`src/rtl/stdp_pkg.sv`:
```
// Shared constants, FSM state encoding and row-address helper for the STDP weight updater.
package stdp_pkg;

  localparam int N_ROW     = 24;
  localparam int N_LANE    = 24;
  localparam int N_NRN     = 18;
  localparam int TRC_W     = 16;
  localparam int W_W       = 8;
  localparam int LTP_SHIFT = 4;
  localparam int LTD_SHIFT = 4;

  localparam int N_ADDR = N_ROW * N_NRN;
  localparam int ADDR_W = $clog2(N_ADDR);
  localparam int ROW_W  = $clog2(N_ROW);
  localparam int NRN_W  = $clog2(N_NRN);
  // Two guard bits: one for the LTP carry above the weight, one for sign after LTD.
  localparam int SUM_W  = TRC_W + 2;

  typedef enum logic [1:0] {
    ST_IDLE  = 2'd0,
    ST_RUN   = 2'd1,
    ST_DRAIN = 2'd2,
    ST_DONE  = 2'd3
  } state_t;

  function automatic logic [ADDR_W-1:0] row_addr(input logic [NRN_W-1:0] nrn,
                                                 input logic [ROW_W-1:0] row);
    return ADDR_W'(nrn) * ADDR_W'(N_ROW) + ADDR_W'(row);
  endfunction

endpackage

```
`src/rtl/stdp_weight_update_if.sv`:
```
// Pre-synaptic beat stream, post-neuron state and weight SRAM port bundle.
// slave = updater side, master = stream source / memory side.
interface stdp_weight_update_if;
  import stdp_pkg::*;

  logic                      i_start;
  logic                      i_valid;
  logic [N_LANE-1:0]         i_spike_bundle;
  logic [N_LANE*TRC_W-1:0]   i_trace;
  logic [N_NRN-1:0]          i_post_spike;
  logic [N_NRN*TRC_W-1:0]    i_post_trace;
  logic                      o_w_ren;
  logic [ADDR_W-1:0]         o_w_raddr;
  logic [N_LANE*W_W-1:0]     i_w_rdata;
  logic                      o_w_wen;
  logic [ADDR_W-1:0]         o_w_waddr;
  logic [N_LANE*W_W-1:0]     o_w_wdata;
  logic                      o_busy;
  logic                      o_done;
  logic                      o_err;

  modport slave (
    input  i_start, i_valid, i_spike_bundle, i_trace, i_post_spike, i_post_trace, i_w_rdata,
    output o_w_ren, o_w_raddr, o_w_wen, o_w_waddr, o_w_wdata, o_busy, o_done, o_err
  );

  modport master (
    output i_start, i_valid, i_spike_bundle, i_trace, i_post_spike, i_post_trace, i_w_rdata,
    input  o_w_ren, o_w_raddr, o_w_wen, o_w_waddr, o_w_wdata, o_busy, o_done, o_err
  );

endinterface

```
`src/rtl/stdp_lane_update.sv`:
```
// One synapse lane: w + LTP - LTD, clamped to the unsigned weight range.
// Purely combinational; no handshake.
module stdp_lane_update
  import stdp_pkg::*;
(
  input  logic [W_W-1:0]   w,
  input  logic [TRC_W-1:0] pre_trace,
  input  logic [TRC_W-1:0] post_trace,
  input  logic             pre_spike,
  input  logic             post_spike,
  output logic [W_W-1:0]   w_new
);

  localparam logic signed [SUM_W-1:0] W_MAX_S = SUM_W'((1 << W_W) - 1);

  logic signed [SUM_W-1:0] ltp;
  logic signed [SUM_W-1:0] ltd;
  logic signed [SUM_W-1:0] sum;

  always_comb begin
    ltp = post_spike ? $signed(SUM_W'(pre_trace >> LTP_SHIFT)) : '0;
    ltd = pre_spike  ? $signed(SUM_W'(post_trace >> LTD_SHIFT)) : '0;
    sum = $signed({{(SUM_W-W_W){1'b0}}, w}) + ltp - ltd;
    if (sum < 0) begin
      w_new = '0;
    end else if (sum > W_MAX_S) begin
      w_new = '1;
    end else begin
      w_new = sum[W_W-1:0];
    end
  end

endmodule

```
`src/rtl/stdp_weight_update.sv`:
```
// Pair-based STDP row updater: read at beat cycle T, write back at T+2, 1 beat/cycle.
// No backpressure: every i_valid in RUN is consumed; beats outside RUN are dropped and flag o_err.
module stdp_weight_update
  import stdp_pkg::*;
(
  input logic                 clk,
  input logic                 rst,
  stdp_weight_update_if.slave bus
);

  state_t                  state_q, state_d;
  logic [ROW_W-1:0]        row_cnt_q, row_cnt_d;
  logic [NRN_W-1:0]        nrn_cnt_q, nrn_cnt_d;
  logic                    drain_q, drain_d;
  logic                    err_q, err_d;

  logic                    s1_vld_q, s1_vld_d;
  logic [N_LANE-1:0]       s1_spk_q, s1_spk_d;
  logic [N_LANE*TRC_W-1:0] s1_trc_q, s1_trc_d;
  logic [ADDR_W-1:0]       s1_addr_q, s1_addr_d;
  logic [NRN_W-1:0]        s1_nrn_q, s1_nrn_d;

  logic                    s2_vld_q, s2_vld_d;
  logic [ADDR_W-1:0]       s2_addr_q, s2_addr_d;
  logic [N_LANE*W_W-1:0]   s2_dat_q, s2_dat_d;

  logic                    accept;
  logic                    last_row;
  logic                    last_beat;
  logic [ADDR_W-1:0]       beat_addr;
  logic [TRC_W-1:0]        post_trc;
  logic                    post_spk;
  logic [N_LANE*W_W-1:0]   new_row;

  assign accept    = (state_q == ST_RUN) && bus.i_valid;
  assign last_row  = (row_cnt_q == ROW_W'(N_ROW - 1));
  assign last_beat = accept && last_row && (nrn_cnt_q == NRN_W'(N_NRN - 1));
  assign beat_addr = row_addr(nrn_cnt_q, row_cnt_q);

  // Post-neuron state is held stable by the source for the whole pass.
  assign post_trc = bus.i_post_trace[s1_nrn_q*TRC_W +: TRC_W];
  assign post_spk = bus.i_post_spike[s1_nrn_q];

  for (genvar j = 0; j < N_LANE; j++) begin : g_lane
    stdp_lane_update u_lane (
      .w          (bus.i_w_rdata[j*W_W +: W_W]),
      .pre_trace  (s1_trc_q[j*TRC_W +: TRC_W]),
      .post_trace (post_trc),
      .pre_spike  (s1_spk_q[j]),
      .post_spike (post_spk),
      .w_new      (new_row[j*W_W +: W_W])
    );
  end

  always_comb begin
    state_d   = state_q;
    row_cnt_d = row_cnt_q;
    nrn_cnt_d = nrn_cnt_q;
    drain_d   = drain_q;
    err_d     = err_q;

    case (state_q)
      ST_IDLE: begin
        if (bus.i_start) begin
          state_d   = ST_RUN;
          row_cnt_d = '0;
          nrn_cnt_d = '0;
          err_d     = 1'b0;
        end
      end
      ST_RUN: begin
        if (accept) begin
          if (last_row) begin
            row_cnt_d = '0;
            nrn_cnt_d = nrn_cnt_q + 1'b1;
          end else begin
            row_cnt_d = row_cnt_q + 1'b1;
          end
        end
        if (last_beat) begin
          state_d = ST_DRAIN;
          drain_d = 1'b0;
        end
      end
      ST_DRAIN: begin
        drain_d = 1'b1;
        if (drain_q) state_d = ST_DONE;
      end
      ST_DONE: state_d = ST_IDLE;
      default: state_d = ST_IDLE;
    endcase

    if (bus.i_valid && (state_q != ST_RUN)) err_d = 1'b1;

    s1_vld_d  = accept;
    s1_spk_d  = s1_spk_q;
    s1_trc_d  = s1_trc_q;
    s1_addr_d = s1_addr_q;
    s1_nrn_d  = s1_nrn_q;
    if (accept) begin
      s1_spk_d  = bus.i_spike_bundle;
      s1_trc_d  = bus.i_trace;
      s1_addr_d = beat_addr;
      s1_nrn_d  = nrn_cnt_q;
    end

    s2_vld_d  = s1_vld_q;
    s2_addr_d = s1_vld_q ? s1_addr_q : s2_addr_q;
    s2_dat_d  = s1_vld_q ? new_row   : s2_dat_q;
  end

  always_ff @(posedge clk) begin
    if (rst) begin
      state_q   <= ST_IDLE;
      row_cnt_q <= '0;
      nrn_cnt_q <= '0;
      drain_q   <= 1'b0;
      err_q     <= 1'b0;
      s1_vld_q  <= 1'b0;
      s1_spk_q  <= '0;
      s1_trc_q  <= '0;
      s1_addr_q <= '0;
      s1_nrn_q  <= '0;
      s2_vld_q  <= 1'b0;
      s2_addr_q <= '0;
      s2_dat_q  <= '0;
    end else begin
      state_q   <= state_d;
      row_cnt_q <= row_cnt_d;
      nrn_cnt_q <= nrn_cnt_d;
      drain_q   <= drain_d;
      err_q     <= err_d;
      s1_vld_q  <= s1_vld_d;
      s1_spk_q  <= s1_spk_d;
      s1_trc_q  <= s1_trc_d;
      s1_addr_q <= s1_addr_d;
      s1_nrn_q  <= s1_nrn_d;
      s2_vld_q  <= s2_vld_d;
      s2_addr_q <= s2_addr_d;
      s2_dat_q  <= s2_dat_d;
    end
  end

  // The read strobe is combinational so the SRAM returns data at T+1; hold it low during reset.
  assign bus.o_w_ren   = accept && !rst;
  assign bus.o_w_raddr = (accept && !rst) ? beat_addr : '0;
  assign bus.o_w_wen   = s2_vld_q;
  assign bus.o_w_waddr = s2_addr_q;
  assign bus.o_w_wdata = s2_dat_q;
  assign bus.o_busy    = (state_q == ST_RUN) || (state_q == ST_DRAIN);
  assign bus.o_done    = (state_q == ST_DONE);
  assign bus.o_err     = err_q;

endmodule

```
`src/flat_wrapper.sv`:
```
// flat-port wrapper written by rule: the top's interface ports become plain ports
module stdp_weight_update_flat import stdp_pkg::*;
  (clk, rst, bus_i_start, bus_i_valid, bus_i_spike_bundle, bus_i_trace, bus_i_post_spike, bus_i_post_trace, bus_i_w_rdata, bus_o_w_ren, bus_o_w_raddr, bus_o_w_wen, bus_o_w_waddr, bus_o_w_wdata, bus_o_busy, bus_o_done, bus_o_err);
  stdp_weight_update_if bus_i ();
  input logic clk;
  input logic rst;
  input wire logic [$bits(bus_i.i_start)-1:0] bus_i_start;
  input wire logic [$bits(bus_i.i_valid)-1:0] bus_i_valid;
  input wire logic [$bits(bus_i.i_spike_bundle)-1:0] bus_i_spike_bundle;
  input wire logic [$bits(bus_i.i_trace)-1:0] bus_i_trace;
  input wire logic [$bits(bus_i.i_post_spike)-1:0] bus_i_post_spike;
  input wire logic [$bits(bus_i.i_post_trace)-1:0] bus_i_post_trace;
  input wire logic [$bits(bus_i.i_w_rdata)-1:0] bus_i_w_rdata;
  output wire logic [$bits(bus_i.o_w_ren)-1:0] bus_o_w_ren;
  output wire logic [$bits(bus_i.o_w_raddr)-1:0] bus_o_w_raddr;
  output wire logic [$bits(bus_i.o_w_wen)-1:0] bus_o_w_wen;
  output wire logic [$bits(bus_i.o_w_waddr)-1:0] bus_o_w_waddr;
  output wire logic [$bits(bus_i.o_w_wdata)-1:0] bus_o_w_wdata;
  output wire logic [$bits(bus_i.o_busy)-1:0] bus_o_busy;
  output wire logic [$bits(bus_i.o_done)-1:0] bus_o_done;
  output wire logic [$bits(bus_i.o_err)-1:0] bus_o_err;
  assign bus_i.i_start = bus_i_start;
  assign bus_i.i_valid = bus_i_valid;
  assign bus_i.i_spike_bundle = bus_i_spike_bundle;
  assign bus_i.i_trace = bus_i_trace;
  assign bus_i.i_post_spike = bus_i_post_spike;
  assign bus_i.i_post_trace = bus_i_post_trace;
  assign bus_i.i_w_rdata = bus_i_w_rdata;
  assign bus_o_w_ren = bus_i.o_w_ren;
  assign bus_o_w_raddr = bus_i.o_w_raddr;
  assign bus_o_w_wen = bus_i.o_w_wen;
  assign bus_o_w_waddr = bus_i.o_w_waddr;
  assign bus_o_w_wdata = bus_i.o_w_wdata;
  assign bus_o_busy = bus_i.o_busy;
  assign bus_o_done = bus_i.o_done;
  assign bus_o_err = bus_i.o_err;
  stdp_weight_update u_core (.clk(clk), .rst(rst), .bus(bus_i));
endmodule
```
`config.mk`:
```
export PLATFORM = sky130hd
export DESIGN_NAME = stdp_weight_update_flat
export DESIGN_NICKNAME = d
export VERILOG_FILES = /design/src/rtl/stdp_pkg.sv /design/src/rtl/stdp_weight_update_if.sv /design/src/rtl/stdp_lane_update.sv /design/src/rtl/stdp_weight_update.sv /design/src/flat_wrapper.sv
export SDC_FILE = /design/constraint.sdc
export NUM_CORES = 2
export LEC_CHECK = 0
export BUFFER_PORTS_ARGS = -buffer_cell sky130_fd_sc_hd__buf_4
export CAP_MARGIN = 5
export CORE_AREA = 2 2 434 436
export CTS_CLUSTER_DIAMETER = 200
export DETAILED_ROUTE_END_ITERATION = 8
export DIE_AREA = 0 0 436 438
export HOLD_SLACK_MARGIN = 0.03
export PLACE_DENSITY = 0.54
export SETUP_SLACK_MARGIN = 0.1
export SLEW_MARGIN = 25
export SYNTH_ARGS = -nofsm -noshare
export SYNTH_HDL_FRONTEND = slang
export SYNTH_HIERARCHICAL = 1
export SYNTH_SLANG_ARGS = --single-unit
```
`constraint.sdc`:
```
create_clock -name clk -period 8 [get_ports clk]
set_clock_uncertainty 0.1 [all_clocks]
set_input_delay 1.6 -clock clk [delete_from_list [all_inputs] [get_ports clk]]
set_output_delay 1.6 -clock clk [all_outputs]
set_load 0.01 [all_outputs]
```
# ---- After elaboration in Yosys (flattened, before gate mapping)
# Index checks and enable logic that the tools add are counted.
dict set report totals {
  output_inout_bits 215
  ff_bits 639
  latchBits 0
  memories 0
  mem_bits_rw 0
  in_bits 910
  romBits 0
  wordCells 258
}
dict set report op_classes {
  muxes 115
  n_div 0
  order_cmp 49
  n_eq_ne 11
  addsub 51
  n_shift 1
  mul 1
  reduce_logical 17
  bitwise_logic 0
}
# cell count
set op_table {}
lappend op_table {{two-way mux 12 bit} 48}
lappend op_table {{two-way mux 8 bit} 48}
lappend op_table {{greater-than comparator 14 x 9 -> 1 bit, second input constant} 24}
lappend op_table {{less-than comparator 14 x 1 -> 1 bit, second input constant} 24}
lappend op_table {{subtractor 13 x 12 -> 14 bit} 24}
lappend op_table {{adder 8 x 12 -> 13 bit} 24}
lappend op_table {{variable part select 288 x 10 -> 16 bit} 1}
lappend op_table {{two-way mux 5 bit} 5}
lappend op_table {{case mux 5 bit (2 select lines)} 2}
lappend op_table {{adder 5 x 1 -> 5 bit, second input constant} 2}
lappend op_table {{== test 5 bit, second input constant} 2}
lappend op_table {{!= test 2 x 1 -> 1 bit, second input constant} 5}
lappend op_table {{adder 9 x 5 -> 9 bit} 1}
lappend op_table {{two-way mux 9 bit} 1}
lappend op_table {{case mux 2 bit (4 select lines)} 1}
lappend op_table {{nonzero test 2 bit} 4}
lappend op_table {{less-than comparator 5 x 6 -> 1 bit, second input constant} 1}
lappend op_table {{multiplier 5 x 2 -> 6 bit, second input constant} 1}
lappend op_table {{two-way mux 2 bit} 3}
lappend op_table {{AND reduction 3 bit} 2}
lappend op_table {{binary-select mux 1 bit (select 5 bit)} 1}
lappend op_table {{logical AND 1 bit} 5}
lappend op_table {{two-way mux 1 bit} 5}
lappend op_table {{== test 2 bit, second input constant} 2}
lappend op_table {{other kinds (8)} 9}

# ---- Logic depth before layout (Yosys ltp)
dict set report logic_depth {
  word_depth 8
  mapped_depth 21
  depth_no_buf 17
}

# ---- Modules after synthesis
# Netlist, hierarchy kept.
# module seq_area_each_um2 n_inst area_per_inst_um2 cells_each
set by_module_without_submodules {}
lappend by_module_without_submodules {stdp_weight_update 12792.3 1 23229.8 1906}
lappend by_module_without_submodules {{stdp_lane_update (u_core.g_lane[0].u_lane ...)} 0.0 11 1089.8 146}
lappend by_module_without_submodules {{stdp_lane_update (u_core.g_lane[12].u_lane ...)} 0.0 7 1109.8 139}
lappend by_module_without_submodules {{stdp_lane_update (u_core.g_lane[6].u_lane ...)} 0.0 4 1083.5 140}
lappend by_module_without_submodules {{stdp_lane_update (u_core.g_lane[15].u_lane)} 0.0 1 1107.3 139}
lappend by_module_without_submodules {{stdp_lane_update (u_core.g_lane[5].u_lane)} 0.0 1 1079.8 146}

# ---- Worst setup path before layout
# Ideal clock, no wire load.
dict set report synth_timing {
  path_kind {in2reg}
  startpoint {input bus_i_post_spike[17]}
  endpoint {register u_core.s2_dat_q[59] (netlist: u_core/bus.o_w_wdata[59])}
  setup_time_ns 0.128
  required_ns 7.772
  slack_ns 1.705
  arrival_time_ns 6.067
  path_stages 15
  path_buffers 1
  cell_sequence {mux2i_1 > o21ai_1 > clkbuf_1 > nand2_1 > fa_1 > inv_1 > ha_1 > and3_4 > and2_4 > a21o_1 > o31a_1 > a211oi_4 > a31oi_1 > mux2i_1 > nor2_1}
}
dict set report synth_via {
  elab_chain_cells 8
  elab_cells_between_ends 9
  cone_classes {2 x add/sub; 2 x order compare; 5 x mux}
}
# item line
set synth_rtl {}
lappend synth_rtl {{from (decl)} flat_wrapper.sv:11} ;# input wire logic [$bits(bus_i.i_post_spike)-1:0] bus_i_post_spike;
lappend synth_rtl {{binary-select mux 1 bit (select 5 bit) *} stdp_weight_update.sv:42} ;# assign post_spk = bus.i_post_spike[s1_nrn_q];
lappend synth_rtl {{two-way mux 1 bit (implied by the code) *} stdp_weight_update.sv:42}
lappend synth_rtl {{via u_core.post_spk} stdp_weight_update.sv:32} ;# logic post_spk;
lappend synth_rtl {{two-way mux 12 bit *} stdp_lane_update.sv:21} ;# ltp = post_spike ? $signed(SUM_W'(pre_trace >> LTP_SHIFT)) : '0;
lappend synth_rtl {{adder 8 x 12 -> 13 bit *} stdp_lane_update.sv:23} ;# sum = $signed({{(SUM_W-W_W){1'b0}}, w}) + ltp - ltd;
lappend synth_rtl {{subtractor 13 x 12 -> 14 bit *} stdp_lane_update.sv:23}
lappend synth_rtl {{greater-than comparator 14 x 9 -> 1 bit} stdp_lane_update.sv:26} ;# end else if (sum > W_MAX_S) begin
lappend synth_rtl {{two-way mux 8 bit} stdp_lane_update.sv:26}
lappend synth_rtl {{two-way mux 8 bit *} stdp_lane_update.sv:24} ;# if (sum < 0) begin
lappend synth_rtl {{via u_core.new_row[59]} stdp_weight_update.sv:33} ;# logic [N_LANE*W_W-1:0] new_row;
lappend synth_rtl {{to (signal assigned)} stdp_weight_update.sv:140} ;# s2_dat_q <= s2_dat_d;
lappend synth_rtl {{to (decl)} stdp_weight_update.sv:25} ;# logic [N_LANE*W_W-1:0] s2_dat_q, s2_dat_d;
# Mark *: on every way through the listed nets, which the timed path passes. The rest lies on a longest branch. The select of a mux whose other input is x is not followed.
# A chain may end at the register's enable or synchronous reset.

# ---- Final worst setup path
dict set report layout_timing {
  startpoint {register u_core.s1_nrn_q[0]}
  endpoint {register u_core.s2_dat_q[45] (netlist: u_core/bus.o_w_wdata[45])}
}
dict set report layout_via {
  elab_cells_between_ends 11
  cone_classes {2 x add/sub; 2 x order compare; 1 x shift; 6 x mux}
}
# item line
set layout_lines {}
lappend layout_lines {{from (decl)} stdp_weight_update.sv:21} ;# logic [NRN_W-1:0] s1_nrn_q, s1_nrn_d;
lappend layout_lines {{from (signal assigned)} stdp_weight_update.sv:137} ;# s1_nrn_q <= s1_nrn_d;
lappend layout_lines {{variable part select 288 x 10 -> 16 bit *} stdp_weight_update.sv:41} ;# assign post_trc = bus.i_post_trace[s1_nrn_q*TRC_W +: TRC_W];
lappend layout_lines {{via u_core.post_trc[9]} stdp_weight_update.sv:31} ;# logic [TRC_W-1:0] post_trc;
lappend layout_lines {{two-way mux 12 bit *} stdp_lane_update.sv:22} ;# ltd = pre_spike ? $signed(SUM_W'(post_trace >> LTD_SHIFT)) : '0;
lappend layout_lines {{subtractor 13 x 12 -> 14 bit *} stdp_lane_update.sv:23}
lappend layout_lines {{greater-than comparator 14 x 9 -> 1 bit} stdp_lane_update.sv:26}
lappend layout_lines {{two-way mux 8 bit} stdp_lane_update.sv:26}
lappend layout_lines {{two-way mux 8 bit *} stdp_lane_update.sv:24}
lappend layout_lines {{via u_core.new_row[45]} stdp_weight_update.sv:33}
# Marks and branches as above.

==> summary by stage <==
Detailed routing
The detailed router finished its first iteration with 2229 violations. The detail route stage leaves a number of antenna-violating nets equal to 0. The routed layout has 41100 vias. The count of unresolved DRC violations after routing is 0. After detailed routing, the average wire length per cell comes to 22.1 µm. The total iterations of the first detailed-routing run is 5. The number of vias per cell after detailed routing is 4.80. The final layout contains routed wiring with a total length of 189 mm.

GRT
The wire length of the first global-routing pass is 274 mm. The met1 track demand over resource is 22.2%. The global-route met2 utilization is 34.1%. The met3 capacity usage during global routing is 3.18%. The initial antenna violation count is 65. The number of global-route vias before repair was 41400. The routing layer with the top usage in global route is met2. The total global-route track usage is 19.1%. The largest net degree at the start of global routing is 164. The global-route congestion overflow total is 0.

Die
From left edge to right edge, the die measures 436 µm. The number of cell rows is 159. Pin placement for this block handled 1125 I/O pins. After floorplanning, the core was sized to cover 187000 µm².

The area of the die is 191000 µm². For this configuration, the core starts out at a cell density of 24.8%. The overall die height is 438 µm.

CTS
TritonCTS built the clock tree. The number of buffers inserted by hold repair at cts is 0. No sink is reached through more buffers than the 3 on the longest clock path. The clock insertion delay at the later pin of the skew report is 0.69 ns. The H-tree generated during clock tree synthesis spans 3 levels.

The number of clock buffers added by TritonCTS is 75. The number of setup buffers added after CTS is 0. The tree built by TritonCTS fans out to 543 sinks. The cell at the root of the clock tree is clkbuf_16. The clock slew seen by the registers of the worst setup and hold paths is 0.06 ns. The count of cells resized by post-cts repair is 0.

Power
The analysis attributes to cell leakage a power of 25.6 nW. The clock power share is 27.4%. The fraction of power spent switching nets is 40.8%. VDD sags by at most 0.218 mV. Cell internal power was estimated by the tool at 8.28 mW. The combinational share of power is 49.1%.

The part of the power in registers is 23.5%. The design draws 14.0 mW. The net switching power is 5.71 mW. The power density over the cells is 238 nW/µm².

STA
The number of setup violations in the final report is 0. The number of pins exceeding their max-slew limit in the final report is 0. At the pin with the least slew margin, the transition time is 1.03 ns. Dividing the final minimum period by the clock period gives 77.6%. The final total negative setup slack is 0 ns.

The total count of hold-check failures in the final report is 0. Measured against its own limit, the worst slew margin works out to 31.2%. Setup repair after global routing left no endpoint under its margin. The clock period minus final worst setup slack is 6.21 ns. The timing-limited maximum frequency is 161 MHz. The hold slack is 0.357 ns.

Worst setup path
The signal on the critical path passes through buf_4, mux4_2, mux2i_1, o22a_1, o21ai_4, buf_4, and2_1, fa_1, inv_1, ha_1, a21oi_1, a21boi_1, or3_4, a211oi_4, a31oi_1, mux2i_1, nor2_1. The type of element launching the critical path is a register. The critical path capture point type is a register. The largest incremental delay on the critical path is 0.78 ns. The critical path in this run is classified as reg2reg.

The setup check on the worst reg-to-reg path leaves a slack of 1.79 ns. For the worst flop-to-flop path, the logic depth is 17. The arrival time of data at the critical path endpoint is 6.64 ns. On the critical path, the stage with the largest delay is an instance of dfxtp_4. Data on the critical path is required at its endpoint by 8.44 ns. In this run the worst path has a maximum fanout of 33.

Min path
The hold-critical path depth is 2. The tightest min-delay check is of the reg2reg type.

Finish
The synthesis-to-layout area growth is 27.4%. The final cell count without fillers is 8554. The multi-input gate area in the final layout is 32200 µm².

Summing all non-filler instances in the final layout gives an area of 58900 µm². The fill cell instance count of the final layout is 19700. The top cell types in the final layout, fill and taps aside, are buf_4 (991), inv_1 (566), dfxtp_1 (539), nand2_1 (480), ha_1 (421).

The net total in the final layout is 7506. The sequential cells in the finished layout cover a total of 10900 µm². The most common cell after layout, fill and taps aside is buf_4. The ratio of cells with drive above 1 in the final layout is 23.8%.

Run status
The flow ran to the end, and the final reports show no timing, DRC or antenna violations.

Place
The placed instance area is 56000 µm². The placed cell count is 8375. The HPWL reported at the end of detailed placement is 148 mm.

The count of buffers inserted at the top-level ports is 956. The congestion estimate from routability-driven global placement came to 0.900.

Run
Max-cap violations in this run came to 0.

Yosys
The number of warning messages in the yosys log is 6. The number of nets produced by synthesis is 6651. The cell area that synthesis handed to floorplanning was 46200 µm². Each instance of the synthesized netlist takes up on average 9.06 µm².

The post-synthesis instance total is 5102.
critical path, delay by kind of cell (launching register included):
kind	cells	cell delay [ns]
AOI/OAI and AO/OA	6	1.54
muxes	3	1.22
adders and majority gates	2	0.87
DFF	1	0.78
and+or+nand+nor	3	0.72
buffers and inverters	3	0.68
flip-flops by register name, indices dropped and copies added, names as in the netlist:
signal,count
u_core/s1_addr_q,9
u_core/row_cnt_q,5
u_core/s1_nrn_q,5
u_core/nrn_cnt_q,5
u_core/bus.o_w_wen,1
u_core/state_q,2
u_core/bus.o_w_waddr,9
u_core/drain_q,1
u_core/s1_spk_q,24
u_core/s1_trc_q,288
u_core/bus.o_err,1
u_core/s1_vld_q,1
u_core/bus.o_w_wdata,192
final timing paths:
path,start,end
hold reg to reg,u_core/s1_addr_q[8],u_core/s1_addr_q[8]
setup / recovery,u_core/s1_nrn_q[0],u_core/bus.o_w_wdata[45]
hold / removal,u_core/s1_addr_q[8],u_core/s1_addr_q[8]
setup reg to reg,u_core/s1_nrn_q[0],u_core/bus.o_w_wdata[45]
power by group through the flow:
stage	registers [mW]	logic (mW)	clock network, mW
after CTS	3.29	6.87	3.95
after global placement	3.35	6.73	0
after global routing	3.33	7.55	4.05
final	3.29	6.86	3.83
after detailed placement	3.35	6.83	0
after floorplan	3.26	4.98	0
final cells by class:
type | instances | area share (%)
Clock buffer | 94 | 3.52
Timing Repair Buffer | 1003 | 13.1
Antenna cell | 42 | 0.179
Inverter | 567 | 3.63
Multi-Input combinational cell | 3767 | 54.7
Sequential cell | 543 | 18.5
Tap cell | 2495 | 5.30
Clock inverter | 43 | 1.15
metal layers:
| layer | wire, µm | vias to the layer above |
|---|---|---|
| li1 | - | 19700 |
| met1 | 74800 | 19900 |
| met2 | 96000 | 1174 |
| met3 | 9690 | 282 |
| met4 | 8550 | 4 |
| met5 | 23 | - |
through the flow:
| stage | utilization (%) | setup slack [ns] |
|---|---|---|
| 2_1_floorplan | - | 1.71 |
| 3_3_place_gp | 29.9 | 1.03 |
| 3_5_place_dp | 30.0 | 1.25 |
| 4_1_cts | 31.5 | 1.79 |
| 5_1_grt | 31.5 | 1.44 |
| 6_report | 31.5 | 1.79 |
Note: power is estimated with default switching activity, not from simulation.
